$ cat src/rtl/mpeg_bitreader_pkg.sv
// Shared types and constants for the MPEG input stream bit reader.
package mpeg_bitreader_pkg;

    localparam int PTR_W      = 14;
    localparam int WORD_BYTES = 4;
    localparam int BUF_W      = 64;
    localparam int CNT_W      = 7;
    localparam logic [23:0] START_CODE_PREFIX = 24'h000001;

    typedef enum logic [1:0] {
        IDLE,
        READ,
        LOAD
    } fetch_state_t;

    // RAM words hold the first stream byte in [7:0]; the buffer wants it in the MSBs.
    function automatic logic [31:0] byte_reverse(input logic [31:0] w);
        return {w[7:0], w[15:8], w[23:16], w[31:24]};
    endfunction

endpackage

$ cat src/rtl/mpeg_bitreader_fetch.sv
// Word fetch sequencer: IDLE -> READ -> LOAD, one 32-bit word per three cycles at most.
module mpeg_bitreader_fetch
    import mpeg_bitreader_pkg::*;
#(
    parameter int ADDR_W = 11
) (
    input  logic              clk,
    input  logic              reset_n,
    input  logic              flush,
    input  logic [PTR_W-1:0]  wr_byte_ptr,
    input  logic              room,
    output logic [ADDR_W-1:0] raddr,
    output logic              load,
    output logic [PTR_W-1:0]  fetch_ptr_next
);

    fetch_state_t     state, state_next;
    logic [PTR_W-1:0] fetch_ptr;
    logic [PTR_W-1:0] fill;
    logic             word_ready;
    logic             start;

    // Modulo distance works across the wrap bit, so only whole words are ever fetched.
    assign fill       = wr_byte_ptr - fetch_ptr;
    assign word_ready = (fill >= PTR_W'(WORD_BYTES));
    assign load       = (state == LOAD) && !flush;

    always_comb begin
        state_next     = state;
        start          = 1'b0;
        fetch_ptr_next = fetch_ptr;
        if (flush) begin
            state_next     = IDLE;
            fetch_ptr_next = '0;
        end else begin
            case (state)
                IDLE: begin
                    if (room && word_ready) begin
                        state_next = READ;
                        start      = 1'b1;
                    end
                end
                READ: state_next = LOAD;
                LOAD: begin
                    state_next     = IDLE;
                    fetch_ptr_next = fetch_ptr + PTR_W'(WORD_BYTES);
                end
                default: state_next = IDLE;
            endcase
        end
    end

    always_ff @(posedge clk or negedge reset_n) begin
        if (!reset_n) begin
            state     <= IDLE;
            fetch_ptr <= '0;
            raddr     <= '0;
        end else begin
            state     <= state_next;
            fetch_ptr <= fetch_ptr_next;
            if (start) begin
                raddr <= fetch_ptr[ADDR_W+1:2];
            end
        end
    end

endmodule

$ cat src/rtl/mpeg_input_stream_bitreader.sv
// MPEG input stream bit reader: 64-bit MSB-first buffer behind a 32-bit peek window.
// Define MPEG_BITREADER_STARTCODE_EN to build the hardware start-code scan.
module mpeg_input_stream_bitreader
    import mpeg_bitreader_pkg::*;
#(
    parameter int ADDR_W = 11,
    parameter int BUF_W  = 64
) (
    input  logic              clk,
    input  logic              reset_n,
    output logic [ADDR_W-1:0] raddr,
    input  logic [31:0]       q,
    input  logic [PTR_W-1:0]  wr_byte_ptr,
    output logic [PTR_W-1:0]  rd_byte_ptr,
    input  logic              flush,
    output logic [31:0]       window,
    output logic [CNT_W-1:0]  bits_avail,
    input  logic              consume,
    input  logic [5:0]        consume_len,
    input  logic              byte_align,
    output logic              underrun,
    input  logic              seek_startcode,
    output logic              startcode_found
);

    logic [BUF_W-1:0] buffer, shifted, appended, buffer_next;
    logic [CNT_W-1:0] shift_amt, user_shift, avail_after, avail_next;
    logic [PTR_W-1:0] fetch_ptr_next, rd_next;
    logic             underrun_set, user_underrun, load, room;

    assign window = buffer[BUF_W-1 -: 32];

    // Parser requests: byte_align wins over consume and silently drops it.
    always_comb begin
        user_shift    = '0;
        user_underrun = 1'b0;
        if (byte_align) begin
            user_shift = {4'd0, bits_avail[2:0]};
        end else if (consume) begin
            if (consume_len == 6'd0 || {1'b0, consume_len} > bits_avail) begin
                user_underrun = 1'b1;
            end else begin
                user_shift = {1'b0, consume_len};
            end
        end
    end

`ifdef MPEG_BITREADER_STARTCODE_EN
    logic scanning, scan_next, found_next, prefix_seen;

    assign prefix_seen = (bits_avail >= 7'd24) && (window[31:8] == START_CODE_PREFIX);

    always_comb begin
        shift_amt    = '0;
        underrun_set = 1'b0;
        scan_next    = scanning;
        found_next   = 1'b0;
        if (scanning) begin
            if (prefix_seen) begin
                scan_next  = 1'b0;
                found_next = 1'b1;
            end else if (bits_avail >= 7'd32) begin
                shift_amt = 7'd8;
            end
        end else if (seek_startcode) begin
            shift_amt = {4'd0, bits_avail[2:0]};
            scan_next = 1'b1;
        end else begin
            shift_amt    = user_shift;
            underrun_set = user_underrun;
        end
    end

    always_ff @(posedge clk or negedge reset_n) begin
        if (!reset_n) begin
            scanning        <= 1'b0;
            startcode_found <= 1'b0;
        end else if (flush) begin
            scanning        <= 1'b0;
            startcode_found <= 1'b0;
        end else begin
            scanning        <= scan_next;
            startcode_found <= found_next;
        end
    end
`else
    logic seek_unused;

    assign seek_unused     = seek_startcode;
    assign shift_amt       = user_shift;
    assign underrun_set    = user_underrun;
    assign startcode_found = 1'b0;
`endif

    // Shift first, then a loaded word lands directly below the surviving bits.
    always_comb begin
        shifted     = buffer << shift_amt;
        avail_after = bits_avail - shift_amt;
        appended    = {byte_reverse(q), {(BUF_W-32){1'b0}}} >> avail_after;
        buffer_next = load ? (shifted | appended) : shifted;
        avail_next  = load ? (avail_after + 7'd32) : avail_after;
        rd_next     = fetch_ptr_next - PTR_W'((avail_next + 7'd7) >> 3);
    end

    assign room = (avail_after <= 7'd32);

    mpeg_bitreader_fetch #(
        .ADDR_W(ADDR_W)
    ) u_fetch (
        .clk           (clk),
        .reset_n       (reset_n),
        .flush         (flush),
        .wr_byte_ptr   (wr_byte_ptr),
        .room          (room),
        .raddr         (raddr),
        .load          (load),
        .fetch_ptr_next(fetch_ptr_next)
    );

    always_ff @(posedge clk or negedge reset_n) begin
        if (!reset_n) begin
            buffer      <= '0;
            bits_avail  <= '0;
            rd_byte_ptr <= '0;
            underrun    <= 1'b0;
        end else if (flush) begin
            buffer      <= '0;
            bits_avail  <= '0;
            rd_byte_ptr <= '0;
            underrun    <= 1'b0;
        end else begin
            buffer      <= buffer_next;
            bits_avail  <= avail_next;
            rd_byte_ptr <= rd_next;
            if (underrun_set) begin
                underrun <= 1'b1;
            end
        end
    end

endmodule

$ cat config.mk
export PLATFORM = sky130hd
export DESIGN_NAME = mpeg_input_stream_bitreader
export DESIGN_NICKNAME = d
export VERILOG_FILES = /design/src/rtl/mpeg_bitreader_pkg.sv /design/src/rtl/mpeg_bitreader_fetch.sv /design/src/rtl/mpeg_input_stream_bitreader.sv
export SDC_FILE = /design/constraint.sdc
export NUM_CORES = 1
export LEC_CHECK = 0
export ABC_AREA = 1
export CAP_MARGIN = 20
export CORE_ASPECT_RATIO = 1.25
export CORE_MARGIN = 2
export CORE_UTILIZATION = 40
export DETAILED_ROUTE_END_ITERATION = 8
export GPL_ROUTABILITY_DRIVEN = 0
export HOLD_SLACK_MARGIN = 0.08
export RECOVER_POWER = 50
export SLEW_MARGIN = 20
export SYNTH_ARGS = -nofsm -noshare
export SYNTH_HDL_FRONTEND = slang
export SYNTH_SLANG_ARGS = --single-unit
$ cat constraint.sdc
create_clock -name clk -period 14.6 [get_ports clk]
set_input_delay 2.92 -clock clk [delete_from_list [all_inputs] [get_ports clk]]
set_output_delay 2.92 -clock clk [all_outputs]
set_load 0.01 [all_outputs]
==> impl_metrics.json <==
{
  "outcome": "finished with violations",
  "violations": "max-capacitance violations, max-slew violations",
  "post_cts_buffers": 0,
  "cp-end-kind": "register",
  "num_vias": 14530,
  "diodes": 0,
  "grt_max_degree": 74,
  "setup_slack_ps": 4984,
  "worstHoldPathType": "reg2reg",
  "drive_gt1_frac": 0.04520,
  "power_density_mw_per_mm2": 257.9,
  "clock_tree.root_cell": "clkbuf_16",
  "hold_buffers": 0,
  "maxSlewViolCount": 189,
  "clock_skew_ps": 16.66,
  "pre_cts_slack_ps": 4346,
  "hp-start": "u_fetch.raddr[6]",
  "cts.sinks": 113,
  "synth_edf_count": 0,
  "synth.largest_area_cell": "nand3_1",
  "drt_first_iter_violations": 1508,
  "fin_crit_ps": 9616,
  "first_pass_iters": 6,
  "antenna_found_initial": 0,
  "rr_endpoint": "rd_byte_ptr[13]",
  "max_slew.worst_pin.slew_ps": 3554,
  "max_freq_mhz": 104.0,
  "die_h_um": 203.5,
  "timing.final.crit_share": 0.6586,
  "cp-start-kind": "input pin",
  "finalSetupViolCount": 0,
  "fill_cells": 3474,
  "place_inst": 2526,
  "grt_overflow": 0,
  "hold_depth": 2,
  "crit_family": "buffers and inverters",
  "synth_fp_nets": 2244,
  "seq_area_frac_synth": 0.2220,
  "slowest_delay_ps": 580,
  "slew_headroom": -1.369,
  "syn-cell-area_mm2": 0.01274,
  "slowest_stage": "buf_4",
  "rr_worst_depth": 34,
  "setup_tns_ps": 0,
  "synthTopCellsByArea": "nand3_1 (24%), dfrtp_1 (22%), nand2_1 (14%), inv_1 (5.3%), o21ai_0 (4.8%)",
  "peakVddDrop_mv": 0.1268,
  "grt_setup_unrepaired": "no",
  "ioPinCount": 124,
  "grt_pass1_vias": 13430,
  "area_growth_pct": 12.54,
  "grt_usage": 0.2854,
  "viasPerCell": 5.680,
  "clk_latency_ps": 440,
  "initial_utilization": 0.4031,
  "grt_pass1_wl_um": 74350,
  "power_mw": 3.697,
  "crit_buf_inv": 8,
  "clockBufferDepth": 2,
  "cts_resized": 0,
  "ys.flop_type": "dfrtp_1",
  "ant_nets": 0,
  "portBuffers": 121,
  "timing.rr.start": "bits_avail[1]",
  "routed_wl_um": 47300,
  "required_ps": 14780,
  "clk_transition_reported_paths_ps": 60,
  "yosysTopAreaCellShare": 0.2420,
  "p_leak_nw": 6.877,
  "postSynthCellCount": 2151,
  "critical_path_class": "in2reg",
  "maxCapViolations": 3,
  "cpMostUsedCell": "nor2_1",
  "post-dp-hpwl_um": 34470,
  "nets": 2226,
  "synth_area_per_cell_um2": 5.922,
  "die_area_mm2": 0.03330,
  "synth_cell_types": 49,
  "coreArea_mm2": 0.03160,
  "hold_viol": 0,
  "ys_ff_latch": 113,
  "synth_warnings": 0,
  "die_w_um": 163.6,
  "htreeDepth": 4,
  "core.rowCount": 73,
  "crit_arrival_ps": 9800,
  "stdcell_count": 2558,
  "cts-buffers-inserted": 17,
  "post-route-util": 0.4536,
  "drc": 0,
  "cts_tree": "done",
  "r2r_slack_ps": 7370,
  "worstPathMaxFanout": 72,
  "holdPathEnd": "u_fetch.raddr[6]",
  "wl_per_cell_um": 18.49,
  "synthArstFlopShare": 1.000
}
-- synthesized netlist by cell type (2+ instances only) --
| master | count |
|---|---|
| o21bai_1 | 2 |
| fa_1 | 3 |
| xnor2_1 | 5 |
| a22oi_1 | 5 |
| o21ai_1 | 28 |
| inv_1 | 180 |
| buf_1 | 7 |
| nand3b_1 | 3 |
| clkbuf_1 | 65 |
| dfrtp_1 | 113 |
| nand3_1 | 616 |
| buf_6 | 3 |
| buf_4 | 41 |
| buf_2 | 63 |
| nand2_2 | 4 |
| a21o_1 | 2 |
| nand2_1 | 491 |
| o2111ai_1 | 2 |
| or2_2 | 12 |
| ha_1 | 32 |
| or2_1 | 3 |
| nand4_1 | 25 |
| o21ai_0 | 123 |
| a21oi_1 | 89 |
| o21a_1 | 2 |
| mux2i_1 | 19 |
| or2_0 | 15 |
| inv_2 | 11 |
| a31oi_1 | 10 |
| nor2_1 | 124 |
| nor3_2 | 5 |
| xor2_1 | 17 |
| nor3_1 | 15 |
-- cell type report --
cell class	instances	area, µm²	share of cell area
Clock buffer	19	452.9	0.03159
Clock inverter	13	172.7	0.01204
Inverter	192	723.2	0.05045
Multi-Input combinational cell	1667	8298	0.5788
Sequential cell	113	2828	0.1972
Tap cell	412	515.5	0.03596
Timing Repair Buffer	142	1346	0.09391
-- stage by stage --
stage          area, µm²  hold WS, ps
2_1_floorplan      12740        464.8
3_3_place_gp       13730        460.4
3_5_place_dp       13730        460.7
4_1_cts            14350        482.4
5_1_grt            14340        493.8
6_report           14340        478.5
-- logic make-up after synthesis --
logic type,Yosys count,synth area share
xor+xnor,23,0.01729
fa+ha+maj,35,0.03615
simple gates,1320,0.4681
compound gates,269,0.1117
buf+inv,371,0.1296
flops,113,0.2220
other cells,1,0.0002944
mux,19,0.01493
-- placed cells by master (no fill, tap or decap), types with 3 or more instances in the layout --
master / count
o21ai_0: 123
mux2i_1: 19
dfrtp_1: 113
clkbuf_1: 4
nand2_1: 488
bufinv_16: 3
clkdlybuf4s50_1: 100
inv_6: 4
clkinvlp_4: 4
ha_1: 32
inv_2: 12
o21ai_1: 28
fa_1: 3
buf_4: 18
inv_1: 179
nand3b_1: 3
or2_1: 3
dlygate4sd3_1: 19
or2_2: 12
nor2_1: 123
a22oi_1: 5
nand4_1: 25
or2_0: 15
a21oi_1: 89
xnor2_1: 5
clkbuf_16: 17
nand2_2: 7
a31oi_1: 10
xor2_1: 15
nand3_1: 616
nor3_1: 16
-- per-layer routing --
layer	vias to the layer above	part of all wire	GRT usage
li1	7136	-	-
met5	-	0	0
met1	6611	0.40	0.3598
met4	0	0.063	0.1692
met3	133	0.057	0.03152
met2	650	0.48	0.4689
-- power by group --
group	leakage, nW	total [mW]	internal, mW	switching (mW)
clock	0.293	0.453	0.280	0.173
combinational	5.08	2.75	0.874	1.88
sequential	1.51	0.491	0.419	0.0711
-- worst max-delay path by stage --
stage	cells after the start	to	slack, ps	startpoint
detailed placement	31	rd_byte_ptr[12]	4350	consume_len[2]
finish	34	rd_byte_ptr[13]	4980	consume_len[2]
global placement	31	rd_byte_ptr[12]	4480	consume_len[2]
global route	35	rd_byte_ptr[12]	4270	consume_len[4]
floorplan	35	rd_byte_ptr[12]	6970	consume_len[4]
CTS	31	rd_byte_ptr[12]	4800	consume_len[2]
-- registers in the layout (all words and copies together) (netlist names) --
name	count
bits_avail	7
u_fetch.state	2
u_fetch.raddr	11
buffer	64
rd_byte_ptr	14
underrun	1
u_fetch.fetch_ptr	14
-- worst min-delay path, cell delays in order (launching register included) --
cell and delay (ps):
dfrtp_1 350, nand2_1 50, nand2_1 50
(Power assumes the default switching activity.)
